==> config.mk <==
export PLATFORM = sky130hd
export DESIGN_NAME = router_sync
export DESIGN_NICKNAME = d
export VERILOG_FILES = /design/src/rtl/router_sync_pkg.sv /design/src/rtl/router_sync_timer.sv /design/src/rtl/router_sync.sv
export SDC_FILE = /design/constraint.sdc
export NUM_CORES = 1
export LEC_CHECK = 0
export CAP_MARGIN = 20
export CORE_MARGIN = 2
export CORE_UTILIZATION = 30
export CTS_CLUSTER_DIAMETER = 60
export DETAILED_ROUTE_END_ITERATION = 8
export GPL_TIMING_DRIVEN = 0
export PLACE_DENSITY = 0.56
export SLEW_MARGIN = 20
export SYNTH_ARGS = -nofsm -noshare
export SYNTH_HDL_FRONTEND = slang
export SYNTH_SLANG_ARGS = --single-unit
export TNS_END_PERCENT = 5
==> constraint.sdc <==
create_clock -name clk -period 2.7 [get_ports clk]
set_clock_uncertainty 0.1 [all_clocks]
set_input_delay 0.405 -clock clk [delete_from_list [all_inputs] [get_ports clk]]
set_output_delay 0.405 -clock clk [all_outputs]
set_load 0.02 [all_outputs]
==> src/rtl/router_sync_pkg.sv <==
// Shared router definitions: destination address encodings, timeout defaults
// and the address-to-write-strobe decode reused by the input FSM and the sync block.
package router_sync_pkg;

   localparam logic [1:0] ADDR_0    = 2'b00;
   localparam logic [1:0] ADDR_1    = 2'b01;
   localparam logic [1:0] ADDR_2    = 2'b10;
   localparam logic [1:0] ADDR_NONE = 2'b11;

   localparam int TIMEOUT_DEF = 30;
   localparam int CNT_W_DEF   = 5;

   // ADDR_NONE decodes to no strobe, so writes to it vanish.
   function automatic logic [2:0] addr_onehot(input logic [1:0] addr);
      logic [2:0] oh;
      case (addr)
         ADDR_0:  oh = 3'b001;
         ADDR_1:  oh = 3'b010;
         ADDR_2:  oh = 3'b100;
         default: oh = 3'b000;
      endcase
      return oh;
   endfunction

endpackage

==> src/rtl/router_sync_timer.sv <==
// Per-channel read timeout: counts cycles a FIFO holds data its destination
// is not reading and emits a one-cycle registered soft_reset after TIMEOUT of them.
module router_sync_timer #(
   parameter int TIMEOUT = 30,
   parameter int CNT_W   = 5
) (
   input  logic clk,
   input  logic resetn,
   input  logic vld,
   input  logic read_enb,
   output logic soft_reset
);

   localparam logic [CNT_W-1:0] LAST = CNT_W'(TIMEOUT - 1);

   logic [CNT_W-1:0] cnt_q, cnt_d;
   logic             soft_reset_q, soft_reset_d;

   // The soft_reset cycle itself does not count, so a FIFO left non-empty and
   // unread re-fires every TIMEOUT+1 cycles.
   always_comb begin
      cnt_d        = cnt_q;
      soft_reset_d = 1'b0;
      if (!vld || read_enb || soft_reset_q) begin
         cnt_d = '0;
      end else if (cnt_q == LAST) begin
         soft_reset_d = 1'b1;
         cnt_d        = '0;
      end else begin
         cnt_d = cnt_q + 1'b1;
      end
   end

   always_ff @(posedge clk or negedge resetn) begin
      if (!resetn) begin
         cnt_q        <= '0;
         soft_reset_q <= 1'b0;
      end else begin
         cnt_q        <= cnt_d;
         soft_reset_q <= soft_reset_d;
      end
   end

   assign soft_reset = soft_reset_q;

endmodule

==> src/rtl/router_sync.sv <==
// Router synchroniser: latches the header address, steers write strobes and the
// full flag to the addressed FIFO, and runs a read timeout on each output channel.
module router_sync
   import router_sync_pkg::*;
#(
   parameter int TIMEOUT = TIMEOUT_DEF,
   parameter int CNT_W   = CNT_W_DEF
) (
   input  logic       clk,
   input  logic       resetn,
   input  logic       detect_add,
   input  logic [1:0] data_in,
   input  logic       write_enb_reg,
   input  logic       read_enb_0,
   input  logic       read_enb_1,
   input  logic       read_enb_2,
   input  logic       empty_0,
   input  logic       empty_1,
   input  logic       empty_2,
   input  logic       full_0,
   input  logic       full_1,
   input  logic       full_2,
   output logic [2:0] write_enb,
   output logic       fifo_full,
   output logic       vld_out_0,
   output logic       vld_out_1,
   output logic       vld_out_2,
   output logic       soft_reset_0,
   output logic       soft_reset_1,
   output logic       soft_reset_2
);

   logic [1:0] addr_q, addr_d;

   always_comb begin
      addr_d = addr_q;
      if (detect_add) addr_d = data_in;
   end

   always_ff @(posedge clk or negedge resetn) begin
      if (!resetn) addr_q <= ADDR_NONE;
      else         addr_q <= addr_d;
   end

   // Decode uses the registered address, so a header-cycle write sees the old one.
   always_comb begin
      write_enb = write_enb_reg ? addr_onehot(addr_q) : 3'b000;
      case (addr_q)
         ADDR_0:  fifo_full = full_0;
         ADDR_1:  fifo_full = full_1;
         ADDR_2:  fifo_full = full_2;
         default: fifo_full = 1'b0;
      endcase
   end

   assign vld_out_0 = ~empty_0;
   assign vld_out_1 = ~empty_1;
   assign vld_out_2 = ~empty_2;

   router_sync_timer #(.TIMEOUT(TIMEOUT), .CNT_W(CNT_W)) u_timer_0 (
      .clk        (clk),
      .resetn     (resetn),
      .vld        (vld_out_0),
      .read_enb   (read_enb_0),
      .soft_reset (soft_reset_0)
   );

   router_sync_timer #(.TIMEOUT(TIMEOUT), .CNT_W(CNT_W)) u_timer_1 (
      .clk        (clk),
      .resetn     (resetn),
      .vld        (vld_out_1),
      .read_enb   (read_enb_1),
      .soft_reset (soft_reset_1)
   );

   router_sync_timer #(.TIMEOUT(TIMEOUT), .CNT_W(CNT_W)) u_timer_2 (
      .clk        (clk),
      .resetn     (resetn),
      .vld        (vld_out_2),
      .read_enb   (read_enb_2),
      .soft_reset (soft_reset_2)
   );

endmodule

# Word level (Yosys, flattened, before mapping)
# Index checks and enable logic that the tools add are counted.
[classes] add_sub_neg=3 n_eq_ne=5 mux=15 bitwise_logic=3 reduce_logical=7
[ops] cell="$mux 5" n=6
[ops] cell="$add 5x1->5 const B" n=3
[ops] cell="$eq 5x5->1 const B" n=3
[ops] cell="$pmux 3 s3" n=1
[ops] cell="$logic_or 1x1->1" n=6
[ops] cell="$mux 1" n=6
[ops] cell="$mux 3" n=1
[ops] cell="$not 1->1" n=3
[ops] cell="$pmux 1 s3" n=1
[ops] cell="$eq 2x1->1 const B" n=1
[ops] cell="$eq 2x2->1 const B" n=1
[ops] cell="$logic_not 2->1" n=1
[word_totals] ff_bits=20 in_bits=15 output_inout_bits=10 wordCells=40

# Longest topological paths before layout
[depth] word_depth=3 depth_mapped=5 mapped_depth_nobuf=5

# By module
# A second synthesis with hierarchy kept.
[hier_totals] cells_unflattened=85 area_unflattened_um2=920.9
[modules_own_cells] mod="router_sync_timer" n_inst=3 cells_per_inst=24 area_per_inst_um2=261.5 seq_area_each_um2=150.1
[modules_own_cells] mod="router_sync" n_inst=1 cells_per_inst=13 area_per_inst_um2=136.4 seq_area_each_um2=52.6

# Worst setup path before layout
# OpenSTA, ideal clock, no wires.
[synth_path] kind="register -> output" start="reg addr_q[1]" end="out fifo_full" arrival_ps=939 required_time_ps=2195 slack_ps=1256 stages_incl_launch_ff=3 path_buffers=0 cell_sequence="dfstp_2 mux2i_1 o21ai_1"
[synth_via] elab_chain_len=2 elab_cells_between_ends=4 classes_between="eq/ne (2); mux (1); reduce/logical (1)"
[synth_lines] element="from (decl)" line_no="router_sync.sv:33" rtl="logic [1:0] addr_q, addr_d;"
[synth_lines] element="from (signal assigned)" line_no="router_sync.sv:42" rtl="else addr_q <= addr_d;"
[synth_lines] element="$eq 2x2->1, or another cell as far along" line_no="router_sync.sv:48" rtl="case (addr_q)"
[synth_lines] element="$pmux 1 s3 *" line_no="router_sync.sv:48"
[synth_lines] element="to (decl)" line_no="router_sync.sv:24" rtl="output logic fifo_full,"
# Every way passes the cells marked *; elsewhere a longest branch is shown, timed or not.

# Worst setup path in the final report
[layout_path] start="in write_enb_reg" end="out write_enb[0]"
[layout_via] elab_chain_len=1
[layout_lines] element="from (decl)" line_no="router_sync.sv:13" rtl="input logic write_enb_reg,"
[layout_lines] element="$mux 3" line_no="router_sync.sv:47" rtl="write_enb = write_enb_reg ? addr_onehot(addr_q) : 3'b000;"
[layout_lines] element="to (decl)" line_no="router_sync.sv:23" rtl="output logic [2:0] write_enb,"
# Every way passes these cells.

==> results.md <==
- Status: finished, final reports clean
- Cts hold-fix bufs: 0
- Number of flops mapped to enable cells by yosys: 0
- Hold Crit Class: reg2reg
- Root Buffer: clkbuf_4
- Net count, final: 132
- Most common cell in the netlist: dfrtp_1
- Total power: 565 uW
- Critical path arrival: 1.70 ns
- VDD IR max: 0.188 mV
- MaxCap Viol Count: 0
- Hpwl dp: 1.17 mm
- Synthesis Warnings: 0
- Post-Syn Instances: 82
- Detailed Route Iter0 Violations: 10
- Worst-path clk slew: 0.11 ns
- Fin util: 0.417
- Sequential area share after synthesis: 0.545
- Share of cells above drive strength 1: 0.118
- Async SR Flop Fraction: 1.00
- Synth cell count leaders: 18 x dfrtp_1, 15 x nor2_1
- First-pass GRT wire length: 2.68 mm
- Final setup viols: 0
- TritonCTS Buffers: 3
- Pins Over Slew Limit: 0
- Power density over the cells: 455 mW/mm^2
- Most frequent CP cell: clkdlybuf4s50_1
- Detail Route Antenna Nets: 0
- Rows: 20
- Worst-path maximum fanout: 3
- 1st-pass router iterations: 4
- Crit start category: input port
- Clk sinks: 20
- Area grow syn2layout: 34.4%
- Crit-path cells: clkdlybuf4s50_1 -> nor3b_1 -> clkdlybuf4s50_1
- Final worst slack: 0.499 ns
- Vias/cell: 4.76
- Ranking of synthesized cells by area: dfrtp_1 49%, ha_1 8.1%, nor2_1 6.1%
- Wire per inst: 11.3 um
- Post-synth top area cell: dfrtp_1
- # DRC: 0
- Synth cell types: 20
- Post-CTS Setup Repair Bufs: 0
- Worst path slowest cell: clkdlybuf4s50_1
- Fin cells: 143
- Starting density of the core: 0.310
- GPL Wtd Cong: 0.747
- Worst Tran Pin Value: 0.875 ns
- Top Ports: 25
- Ant. Diodes: 0
- Vias: 680
- GRT Util Overall: 0.0987
- Primary FF master, synth: dfrtp_1
- Drt total wl: 1.61 mm
- Final global-route overflow total: 0
- Delay-heaviest family, CP: buffers and inverters
- Initial antenna violation count: 0
- I/O Buffers: 24
- Avg Cell Area, Syn: 11.3 um^2
- Fmax: 454 MHz
- RSZ-0062 raised after global routing: no
- Mapped Nets: 103
- CTS tree: done
- Post-cts resize count: 0
- Skew-Pair Late Insertion Delay: 0.29 ns
- Placed cell count: 139
- Slowest stage delay, CP: 0.63 ns
- Die ar.: 0.00354 mm^2
- Bufs and invs on worst path: 2
- Final hold vios: 0
- Crit path kind: in2out
- Leakage: 0.544 nW
- Std-Cell Core Area: 0.00298 mm^2
- Clock buffer depth: 2
- #FFs+latches synth: 20
- Worst Path Required: 2.19 ns
- Relative slew slack: 0.415
- Worst slack, placed: 0.501 ns
- Die Y: 59.5 um
- Setup tns final: 0 ns
- H-tree levels: 1
- Largest net degree at the start of global routing: 21
- Post-layout min period: 2.20 ns
- Vias in the first global route: 662
- CP endpoint kind: primary output
- Fin crit share: 0.815
- Share of the synthesized area in the top cell type: 0.488
- Chip Width: 59.5 um
- Synthesized cell area: 923 um^2
-- layout by cell type (no fill, tap or decap) --
master           count
inv_1                6
nor4_1               2
xor2_1               6
nand2_2              1
mux2i_1              1
ha_1                 6
xnor2_1              3
nand4_1              3
clkbuf_8             1
nor2_1              15
nor3b_1              1
nand3_1              6
dfrtp_1             18
nand3b_1             1
mux2_2               2
nor3_2               3
o21ai_1              1
nor4_2               1
clkdlybuf4s50_1     24
nand2_1              2
dfstp_2              2
and3b_1              2
clkbuf_4             3
-- cell families after synthesis --
kind of cell               after synthesis  share of synthesized area
adders and majority gates                6                     0.0813
AOI/OAI and AO/OA                        1                    0.00541
buffers and inverters                    6                     0.0244
muxes                                    3                     0.0352
DFF                                     20                      0.545
and+or+nand+nor                         37                      0.224
xor gates and xnor gates                 9                     0.0854
-- final cells by class --
| cell class | count | area (um^2) |
|---|---|---|
| fillers | 299 | 1740 |
| clock buffers | 4 | 36.3 |
| multi-input cells | 56 | 398 |
| inverters | 6 | 22.5 |
| repair buffers | 24 | 240 |
| flip-flops and latches | 20 | 503 |
| well taps | 33 | 41.3 |
-- per-layer routing --
layer / global-route usage / vias to the layer above / share of wire
met3: 0.0240 / 0 / 0.068
met2: 0.168 / 20 / 0.48
met4: 0.0390 / 0 / 0
li1: - / 332 / -
met1: 0.119 / 328 / 0.45
met5: 0 / - / 0
-- path summary, 6_finish.rpt --
path | from | endpoint | slack, ns | depth (start not counted)
max | write_enb_reg | write_enb[0] | 0.50 | 3
min | u_timer_1.soft_reset | u_timer_1.soft_reset | 0.38 | 1
max reg2reg | u_timer_2.cnt_q[1] | u_timer_2.cnt_q[3] | 1.51 | 5
min reg2reg | u_timer_1.soft_reset | u_timer_1.soft_reset | 0.38 | 1
max in group asynchronous | resetn | u_timer_0.soft_reset | 1.47 | 1
min in group asynchronous | resetn | u_timer_2.cnt_q[2] | 0.50 | 1
-- registers in the layout, indices dropped and copies added (netlist names) --
signal and flops:
u_timer_1.cnt_q 5, u_timer_2.cnt_q 5, u_timer_0.cnt_q 5, u_timer_2.soft_reset 1
u_timer_1.soft_reset 1, addr_q 2, u_timer_0.soft_reset 1
-- power breakdown --
part           switching [mW]  internal (mW)  leakage (nW)  total [mW]
logic                  0.0334         0.0425         0.254      0.0759
registers             0.00839          0.309         0.269       0.317
clock network          0.0895         0.0821        0.0210       0.172
total                   0.131          0.434         0.544       0.565
-- metrics by stage --
step | cell area [um^2] | hold slack [ns]
final | 1240 | 0.383
after CTS | 1240 | 0.387
after detailed placement | 1200 | 0.370
after global routing | 1240 | 0.412
after global placement | 1200 | 0.363
after floorplan | 923 | 0.00941
(Power assumes the default switching activity.)
